[src/rtl/conv_pkg.sv]
// conv_pkg: tile geometry, tile types and scheduler states shared by the conv tile scheduler
package conv_pkg;
  localparam int TILE_IN = 6;
  localparam int TILE_OUT = 4;
  localparam int KERNEL = 3;
  typedef logic [0:TILE_IN-1][0:TILE_IN-1][7:0] tile_in_t;
  typedef logic [0:TILE_OUT-1][0:TILE_OUT-1][15:0] tile_out_t;
  typedef enum logic [2:0] {
    S_IDLE, S_FETCH, S_ENG_RST, S_ENG_START, S_CONV_WAIT, S_DRAIN, S_NEXT, S_DONE
  } sched_state_t;
endpackage

[src/rtl/conv_tile_fetch.sv]
// conv_tile_fetch: issues the 36 window reads of one tile and assembles the 6x6 input window
module conv_tile_fetch import conv_pkg::*; #(
  parameter int IMG_W = 18,
  parameter int ADDR_W = 16
) (
  input  logic              clk,
  input  logic              reset,
  input  logic              start,
  input  logic [ADDR_W-1:0] base,
  output logic              mem_rd_en,
  output logic [ADDR_W-1:0] mem_addr,
  input  logic [7:0]        mem_rd_data,
  output tile_in_t          tile,
  output logic              done
);
  logic rd_on, cap_on, last_rd;
  logic [2:0] rd_r, rd_c, cur_r, cur_c, cap_r, cap_c;
  // start issues read (0,0) in its own cycle so the fetch costs 36 reads plus one capture cycle
  always_comb begin
    cur_r = start ? '0 : rd_r;
    cur_c = start ? '0 : rd_c;
    mem_rd_en = start | rd_on;
    mem_addr = base + ADDR_W'(32'(cur_r) * IMG_W + 32'(cur_c));
    last_rd = cur_r == 3'(TILE_IN-1) && cur_c == 3'(TILE_IN-1);
    done = cap_on && cap_r == 3'(TILE_IN-1) && cap_c == 3'(TILE_IN-1);
  end
  always_ff @(posedge clk) begin
    if (reset) begin
      rd_on <= 1'b0;
      cap_on <= 1'b0;
      rd_r <= '0;
      rd_c <= '0;
      cap_r <= '0;
      cap_c <= '0;
      tile <= '0;
    end else begin
      if (mem_rd_en) begin
        rd_on <= !last_rd;
        rd_c <= cur_c == 3'(TILE_IN-1) ? '0 : cur_c + 3'd1;
        rd_r <= cur_c == 3'(TILE_IN-1) ? (last_rd ? '0 : cur_r + 3'd1) : cur_r;
      end
      cap_on <= mem_rd_en;
      cap_r <= cur_r;
      cap_c <= cur_c;
      if (cap_on) tile[cap_r][cap_c] <= mem_rd_data;
    end
  end
endmodule

[src/rtl/conv_tile_scheduler.sv]
// conv_tile_scheduler: walks a feature map tile by tile through the 4x4/3x3 conv engine and streams results
module conv_tile_scheduler import conv_pkg::*; #(
  parameter int IMG_W = 18,
  parameter int IMG_H = 18,
  parameter int ADDR_W = 16,
  parameter int TIMEOUT = 256
) (
  input  logic              clk,
  input  logic              reset,
  input  logic              cmd_valid,
  output logic              cmd_ready,
  input  logic [ADDR_W-1:0] cmd_base,
  output logic              mem_rd_en,
  output logic [ADDR_W-1:0] mem_addr,
  input  logic [7:0]        mem_rd_data,
  output tile_in_t          eng_tile,
  output logic              eng_rst_n,
  output logic              eng_start,
  input  logic              eng_done,
  input  tile_out_t         eng_c,
  output logic              res_valid,
  input  logic              res_ready,
  output logic [15:0]       res_data,
  output logic [7:0]        res_row,
  output logic [7:0]        res_col,
  output logic              res_last,
  output logic              busy,
  output logic              done,
  output logic              err_timeout
);
  localparam int TILES_X = (IMG_W - 2) / TILE_OUT;
  localparam int TILES_Y = (IMG_H - 2) / TILE_OUT;
  localparam int WW = $clog2(TIMEOUT + 1);
  sched_state_t state;
  logic [ADDR_W-1:0] base, tile_base;
  logic [7:0] tx, ty;
  logic [3:0] idx, nidx;
  logic [WW-1:0] wcnt;
  tile_out_t c_q;
  logic eng_rst_q, fetch_start, fetch_done, last_tile;
  // reset gates these two directly so they read low during reset and recover on the first cycle after
  always_comb begin
    cmd_ready = state == S_IDLE && !reset;
    eng_rst_n = eng_rst_q && !reset;
    tile_base = base + ADDR_W'(32'(ty) * TILE_OUT * IMG_W + 32'(tx) * TILE_OUT);
    last_tile = tx == 8'(TILES_X - 1) && ty == 8'(TILES_Y - 1);
    nidx = idx + 4'd1;
  end
  conv_tile_fetch #(.IMG_W(IMG_W), .ADDR_W(ADDR_W)) u_fetch (
    .clk(clk), .reset(reset), .start(fetch_start), .base(tile_base),
    .mem_rd_en(mem_rd_en), .mem_addr(mem_addr), .mem_rd_data(mem_rd_data),
    .tile(eng_tile), .done(fetch_done)
  );
  always_ff @(posedge clk) begin
    if (reset) begin
      state <= S_IDLE;
      base <= '0;
      tx <= '0;
      ty <= '0;
      idx <= '0;
      wcnt <= '0;
      c_q <= '0;
      eng_rst_q <= 1'b1;
      eng_start <= 1'b0;
      fetch_start <= 1'b0;
      res_valid <= 1'b0;
      res_data <= '0;
      res_row <= '0;
      res_col <= '0;
      res_last <= 1'b0;
      busy <= 1'b0;
      done <= 1'b0;
      err_timeout <= 1'b0;
    end else begin
      fetch_start <= 1'b0;
      eng_start <= 1'b0;
      eng_rst_q <= 1'b1;
      done <= 1'b0;
      case (state)
        S_IDLE: if (cmd_valid) begin
          state <= S_FETCH;
          base <= cmd_base;
          tx <= '0;
          ty <= '0;
          err_timeout <= 1'b0;
          busy <= 1'b1;
          fetch_start <= 1'b1;
        end
        S_FETCH: if (fetch_done) begin
          state <= S_ENG_RST;
          eng_rst_q <= 1'b0;
        end
        S_ENG_RST: begin
          state <= S_ENG_START;
          eng_start <= 1'b1;
        end
        S_ENG_START: begin
          state <= S_CONV_WAIT;
          wcnt <= WW'(1);
        end
        S_CONV_WAIT: if (eng_done) begin
          state <= S_DRAIN;
          c_q <= eng_c;
          idx <= '0;
          res_valid <= 1'b1;
          res_data <= eng_c[0][0];
          res_row <= {ty[5:0], 2'b00};
          res_col <= {tx[5:0], 2'b00};
          res_last <= 1'b0;
        end else if (wcnt == WW'(TIMEOUT)) begin
          state <= S_IDLE;
          err_timeout <= 1'b1;
          eng_rst_q <= 1'b0;
          busy <= 1'b0;
        end else wcnt <= wcnt + WW'(1);
        S_DRAIN: if (res_ready) begin
          if (idx == 4'd15) begin
            state <= S_NEXT;
            res_valid <= 1'b0;
            res_last <= 1'b0;
          end else begin
            idx <= nidx;
            res_data <= c_q[nidx[3:2]][nidx[1:0]];
            res_row <= {ty[5:0], nidx[3:2]};
            res_col <= {tx[5:0], nidx[1:0]};
            res_last <= last_tile && nidx == 4'd15;
          end
        end
        S_NEXT: begin
          if (tx == 8'(TILES_X - 1)) begin
            tx <= '0;
            ty <= ty + 8'd1;
          end else tx <= tx + 8'd1;
          state <= last_tile ? S_DONE : S_FETCH;
          fetch_start <= !last_tile;
          done <= last_tile;
        end
        S_DONE: begin
          state <= S_IDLE;
          busy <= 1'b0;
        end
        default: state <= S_IDLE;
      endcase
    end
  end
endmodule

[config.mk]
export PLATFORM = sky130hd
export DESIGN_NAME = conv_tile_scheduler
export DESIGN_NICKNAME = d
export VERILOG_FILES = /design/src/rtl/conv_pkg.sv /design/src/rtl/conv_tile_fetch.sv /design/src/rtl/conv_tile_scheduler.sv
export SDC_FILE = /design/constraint.sdc
export NUM_CORES = 2
export LEC_CHECK = 0
export CORE_ASPECT_RATIO = 0.75
export CORE_MARGIN = 1.5
export CORE_UTILIZATION = 45
export CTS_CLUSTER_SIZE = 40
export DETAILED_ROUTE_END_ITERATION = 10
export PLACE_DENSITY = 0.83
export SLEW_MARGIN = 10
export SYNTH_ARGS = -nofsm -noshare
export SYNTH_HDL_FRONTEND = slang
export SYNTH_SLANG_ARGS = --single-unit
export TNS_END_PERCENT = 30
[constraint.sdc]
create_clock -name clk -period 5 [get_ports clk]
set_input_delay 0.75 -clock clk [delete_from_list [all_inputs] [get_ports clk]]
set_output_delay 0.75 -clock clk [all_outputs]
set_load 0.01 [all_outputs]
# After elaboration in Yosys (flattened, before gate mapping)

Cells that the tools add are included.

Flip-flop bits (word level): 646
Bits of input ports: 285
Output and inout bits: 345
Word-level logic and storage cells: 227

Add/subtract/negate cells: 10
Multiply operators: 2
Order comparisons: 6
Eq/ne operators: 27
Multiplexer cells: 71
Bitwise gates (word level): 6
Reduce and logical (&&, ||, !) cells: 30

Operators by type and width:

| kind                   | count |
|---|---|
| $bwmux W288            | 1 |
| $demux W48 S3          | 1 |
| $bmux W64 S2           | 1 |
| $mux W64               | 2 |
| $mux W16               | 5 |
| $mux W8                | 10 |
| $pmux W8 S2            | 4 |
| $mux W48               | 1 |
| $mux W3                | 12 |
| $add A16 B16 Y16       | 2 |
| $bmux W16 S2           | 1 |
| $pmux W16 S2           | 1 |
| $demux W8 S3           | 1 |
| $eq A3 B3 Y1 const B   | 8 |
| $pmux W3 S8            | 1 |
| $ne A2 B2 Y1 const B   | 10 |
| $mux W9                | 2 |
| $pmux W9 S2            | 1 |
| $mux W1                | 17 |
| $add A15 B10 Y16       | 1 |
| $add A8 B1 Y8 const B  | 2 |
| $eq A8 B2 Y1 const B   | 2 |
| $reduce_and A4 Y1      | 4 |
| $mul A8 B4 Y12 const B | 1 |
| 30 further kinds       | 61 |

# Logic depth before layout (Yosys ltp)

Depth in word-level cells: 11
Depth in mapped cells: 18

# By module

From an unflattened synthesis, not the netlist that was laid out.

Cells, all modules: 3447
Area total of the unflattened synthesis: 27491.4 um^2

By module, submodules not included:

| module              | instances | cells an instance | area an instance (um^2) | sequential area each (um^2) |
|---|---|---|---|---|
| conv_tile_scheduler | 1         | 2022              | 15840.2                 | 6806.5 |
| conv_tile_fetch     | 1         | 1425              | 11651.2                 | 6045.8 |

# Worst setup path before layout

OpenSTA, ideal clock, no wires.

Path kind: reg2out
Start point: register fetch_start
End point: output port mem_addr[15]
Arrival: 4.511 ns
Data required time: 4.250 ns
Slack: -0.261 ns
Cell stages (with the launch flop): 18
Buffers on the path: 1
Cell sequence: dfxtp_1 clkbuf_1 nor2b_1 ha_1 maj3_1 nand2_1 xor2_1 nor2_1 fa_1 inv_1 fa_1 inv_1 ha_1 o21ai_0 o21ai_0 a2111oi_0 nor2_1 o311ai_0

Cells in the longest elaborated chain, start to end: 4
Elaborated cells between the ends (all ways): 5

Ends and longest elaborated chain:

| what                       | RTL line                   | text |
|---|---|---|
| start, declared            | conv_tile_scheduler.sv:40  | `logic eng_rst_q, fetch_start, fetch_done, last_tile;` |
| start signal, assigned     | conv_tile_scheduler.sv:135 | `fetch_start <= !last_tile;` |
| $mux W3                    | conv_tile_fetch.sv:20      | `cur_r = start ? '0 : rd_r;` |
| named net u_fetch.cur_r[0] | conv_tile_fetch.sv:17      | `logic [2:0] rd_r, rd_c, cur_r, cur_c, cap_r, cap_c;` |
| $mul A3 B4 Y7              | conv_tile_fetch.sv:23      | `mem_addr = base + ADDR_W'(32'(cur_r) * IMG_W + 32'(cur_c));` |
| $add A8 B3 Y9              | conv_tile_fetch.sv:23      |  |
| $add A16 B16 Y16           | conv_tile_fetch.sv:23      |  |
| end, declared              | conv_tile_scheduler.sv:14  | `output logic [ADDR_W-1:0] mem_addr,` |

The timed path passes the listed nets, and every way through them passes these cells.

# Worst setup path after layout

Start point: register fetch_start
End point: output port mem_addr[14]

The elaborated chain is that of the path after synthesis.

==> flow_metrics.env <==
export IMPL_outcome="finished, violations left"
export IMPL_violations="negative setup slack"
export IMPL_gr_usage_all_layers=0.303
export IMPL_post_route_drc_count=0
export IMPL_chipWidth_um=288
export IMPL_final_hold_worst_slack_ns=0.453
export IMPL_power_density_nw_per_um2=290
export IMPL_clk_pin_slew_ns=0.06
export IMPL_place_port_buffers=629
export IMPL_yosysTopAreaCell="dfxtp_1"
export IMPL_internal_power_mw=8.26
export IMPL_power_share_combinational=0.052
export IMPL_power_share_sequential=0.483
export IMPL_filler_cell_count=5083
export IMPL_cts_tree="built"
export IMPL_switching_power_mw=2.38
export IMPL_actual_slew_at_the_worst_max_slew_pin_ns=1.06
export IMPL_cts_hold_buf=0
export IMPL_share_clk_of_total_power=0.465
export IMPL_slew_violations=0
export IMPL_cts_inserted_buffers=60
export IMPL_seq_area_um2=12900
export IMPL_floorplan_io_pins=630
export IMPL_detail_route_wirelength_mm=99.8
export IMPL_initial_core_util=0.455
export IMPL_synth_edf_count=0
export IMPL_rr_endpoint="res_data[2]"
export IMPL_synth_top_flop_cell="dfxtp_1"
export IMPL_worst_endpoint_required_ns=4.25
export IMPL_postSynthRegisterBits=642
export IMPL_syn_cell_area_um2=27400
export IMPL_congestion_overflow_gr=0
export IMPL_postSynth_asyncResetShare=0
export IMPL_startpoint_type="flip-flop"
export IMPL_final_critical_path_setup_slack_ns=-0.345
export IMPL_timing_final_setup_violations=6
export IMPL_cp_arrival_ns=4.59
export IMPL_synthDominantCellAreaShare=0.469
export IMPL_timing_final_crit_period_ns=5.34
export IMPL_critPathMaxStageDelay_ns=0.49
export IMPL_route_detailed_wl_per_inst_um=20.7
export IMPL_cts_htree_levels=2
export IMPL_root_buffer_master="clkbuf_16"
export IMPL_setup_reg_to_reg_worst_slack_ns=1.55
export IMPL_grt_max_degree=196
export IMPL_detailroute_via_count=27626
export IMPL_rsz0062_at_grt="true"
export IMPL_clock_insertion_delay_worst_skew_ns=0.63
export IMPL_synth_top_cells_by_area="dfxtp_1, nand2_1, a21oi_1, nand3_1, clkbuf_1"
export IMPL_crit_path_cell_trace="nor2b_4 -> ha_4 -> ha_4 -> buf_4 -> o211ai_1 -> or2_4 -> fa_1 -> fa_1 -> inv_1 -> ha_4 -> buf_4 -> o21ai_0 -> nand2b_1 -> a31o_4 -> a311oi_2 -> xnor2_1 -> buf_2"
export IMPL_worst_r2r_path_depth=7
export IMPL_multiInputGateArea_um2=13600
export IMPL_setup_worst_path_start="fetch_start"
export IMPL_criticalPathCategory="flip-flop to primary output"
export IMPL_global_route_wire_length_before_repair_mm=149
export IMPL_switching_share=0.224
export IMPL_power_leakage_nw=12.3
export IMPL_timing_hold_violations_final=0
export IMPL_synth_area_per_cell_um2=7.87
export IMPL_worst_hold_path_startpoint="c_q[150]"
export IMPL_chipHeight_um=217
export IMPL_critical_path_endpoint_type="primary output"
export IMPL_critPathMostFrequentCell="ha_4"
export IMPL_placed_cell_area_um2=34300
export IMPL_final_cell_area_um2=36700
export IMPL_holdPathStages=2
export IMPL_final_net_count=4311
export IMPL_min_period_over_period=1.07
export IMPL_netlist_cell_type_count=71
export IMPL_syn_instance_count=3482
export IMPL_cts_sink_count=642
export IMPL_reg_to_reg_startpoint="res_col[0]"
export IMPL_floorplan_core_area_um2=60300
export IMPL_yosysWarnings=0
export IMPL_totalNegativeSetupSlack_ns=-1.11
export IMPL_cap_viol_max_count=0
export IMPL_grt_pass1_vias=25269
export IMPL_min_delay_path_class="flip-flop to flip-flop"
export IMPL_nets_in_the_synthesized_netlist=3831
export IMPL_seq_total_area_yosys=0.469
export IMPL_ant_nets=0
export IMPL_max_slew_margin=0.290
export IMPL_dp_final_hpwl_mm=68.0
export IMPL_timing_critical_path_slowest_stage_cell="fa_1"
export IMPL_timing_hold_worst_endpoint="c_q[150]"
export IMPL_max_freq_ghz=0.187
export IMPL_share_of_post_route_cells_with_drive_strength_above_1=0.0733
export IMPL_detailedRoute_firstIterationViolations=3210
export IMPL_ir_drop_mv=0.265
export IMPL_antenna_violations_before_repair=10
export IMPL_placementRows=78
export IMPL_drt_pre_antenna_iters=7
export IMPL_cts_root_to_sink_buffers=3
export IMPL_layout_area_overhead_vs_synth_pct=33.8
export IMPL_routabilityCongestion=0.915
export IMPL_vias_per_std_cell=5.73
export IMPL_maximum_clock_skew_at_final_layout_ns=0.0370
export IMPL_die_area_um2=62400
export IMPL_worst_path_max_fanout=4
power by group through the flow:
stage | registers (mW) | logic [mW] | clock network (mW)
after floorplan | 5.25 | 0.188 | 0
after global placement | 5.26 | 0.539 | 0
after detailed placement | 5.26 | 0.539 | 0
after CTS | 5.14 | 0.544 | 4.98
after global routing | 5.14 | 0.583 | 5.20
final | 5.14 | 0.555 | 4.95
logic make-up (layout without fill, tap and decap cells):
logic type,Yosys count,in the layout,share of synthesized area
AND/OR/NAND/NOR,1453,1453,0.228
XOR/XNOR,34,34,0.0122
multiplexers,90,90,0.0347
AO/OA/AOI/OAI,863,863,0.175
buffers and inverters,335,864,0.0478
flip-flops,642,642,0.469
other,0,10,0
adder cells (fa/ha/maj),65,65,0.0337
registers in the layout, indices dropped and copies added, names as in the netlist, 3 cells and up:
| signal | flops |
|---|---|
| u_fetch.cap_r | 3 |
| tx | 8 |
| u_fetch.cap_c | 3 |
| u_fetch.rd_c | 3 |
| ty | 8 |
| c_q | 256 |
| u_fetch.rd_r | 3 |
| u_fetch.tile | 288 |
| res_row | 8 |
| res_col | 8 |
| state | 3 |
| res_data | 16 |
| wcnt | 9 |
| base | 16 |
layer usage:
metal / vias to the layer above / GRT usage / part of all wire
met5: - / 0 / 0.00017
met2: 1499 / 0.444 / 0.44
met1: 12972 / 0.418 / 0.41
met3: 326 / 0.0679 / 0.10
met4: 2 / 0.157 / 0.056
li1: 12827 / - / -
per-stage QoR:
| stage | setup slack [ns] | power [mW] | utilization | std cells |
|---|---|---|---|---|
| after detailed placement | -0.420 | 5.80 | 0.569 | 4701 |
| final | -0.345 | 10.6 | 0.608 | 4821 |
| after floorplan | 0.0941 | 5.44 | - | 3482 |
| after CTS | -0.199 | 10.7 | 0.607 | 4811 |
| after global placement | -0.325 | 5.80 | 0.569 | 4701 |
| after global routing | -0.528 | 10.9 | 0.608 | 4820 |
how the worst max path moves through the flow:
stage	end	slack (ns)
global route	mem_addr[14]	-0.53
finish	mem_addr[14]	-0.34
floorplan	mem_addr[15]	0.09
CTS	mem_addr[14]	-0.20
global placement	mem_addr[14]	-0.32
detailed placement	mem_addr[14]	-0.42
repair_timing:
action | CTS | global route
hold endpoints to repair | 0 | 0
gates resized for setup | 73 | 21
pin swaps | 24 | 5
buffers inserted | 0 | 0
setup endpoints to repair | 12 | 12
layout by cell type, fill, tap and decap left out, drive strengths merged, types with 8 or more instances in the layout:
cell type | netlist | routed
a21boi | 15 | 15
mux2i | 58 | 58
clkinv | 0 | 15
bufinv | 0 | 8
nor3 | 20 | 20
xnor2 | 20 | 20
dfxtp | 642 | 642
nand2b | 12 | 12
ha | 49 | 49
xor2 | 14 | 14
nor3b | 9 | 9
nand3 | 313 | 313
a2111oi | 15 | 15
clkbuf | 245 | 86
a211oi | 20 | 20
a31oi | 45 | 45
a21oi | 608 | 608
o211ai | 22 | 22
buf | 42 | 85
nand2 | 949 | 949
fa | 15 | 15
nor2 | 82 | 82
o22a | 16 | 16
diode | 0 | 10
o21bai | 15 | 15
o21ai | 72 | 72
clkdlybuf4s50 | 0 | 616
inv | 48 | 49
mux2 | 31 | 31
and2 | 8 | 8
critical path, delay by kind of cell, from the launching register on:
| family | cells | cell delay (ns) |
|---|---|---|
| AOI/OAI and AO/OA | 4 | 0.88 |
| buffers and inverters | 4 | 0.47 |
| and+or+nand+nor | 3 | 0.58 |
| adders and majority gates | 5 | 1.50 |
| DFF | 1 | 0.37 |
| xor gates and xnor gates | 1 | 0.17 |
synth_stat cells, types with 5 or more instances:
cell	count
a211oi_1	19
nor3b_2	5
dfxtp_1	642
inv_1	48
o211ai_1	22
buf_1	10
nor2_1	80
a2111oi_0	15
fa_1	15
o22a_1	16
o21ai_0	71
a21oi_1	608
nor4b_1	5
a21boi_0	12
clkbuf_1	245
nor2b_1	7
nand2_1	949
a31oi_1	45
and2_1	8
mux2_2	31
mux2i_1	58
or3_1	6
nand3b_1	6
nand2b_1	12
a21o_1	7
nor3_1	17
nand3_1	313
buf_4	5
and3_1	7
xor2_1	14
a311oi_1	6
ha_1	49
o21bai_1	15
xnor2_1	18
and3b_1	6
buf_2	27
final cells by class:
| cell class | count | area share |
|---|---|---|
| multi-input cells | 2505 | 0.370 |
| clock inverters | 26 | 0.0102 |
| flip-flops and latches | 642 | 0.351 |
| diodes | 10 | 0.000682 |
| well taps | 800 | 0.0273 |
| clock buffers | 85 | 0.0479 |
| inverters | 48 | 0.00491 |
| repair buffers | 705 | 0.188 |
Note: power is estimated with default switching activity, not from simulation.
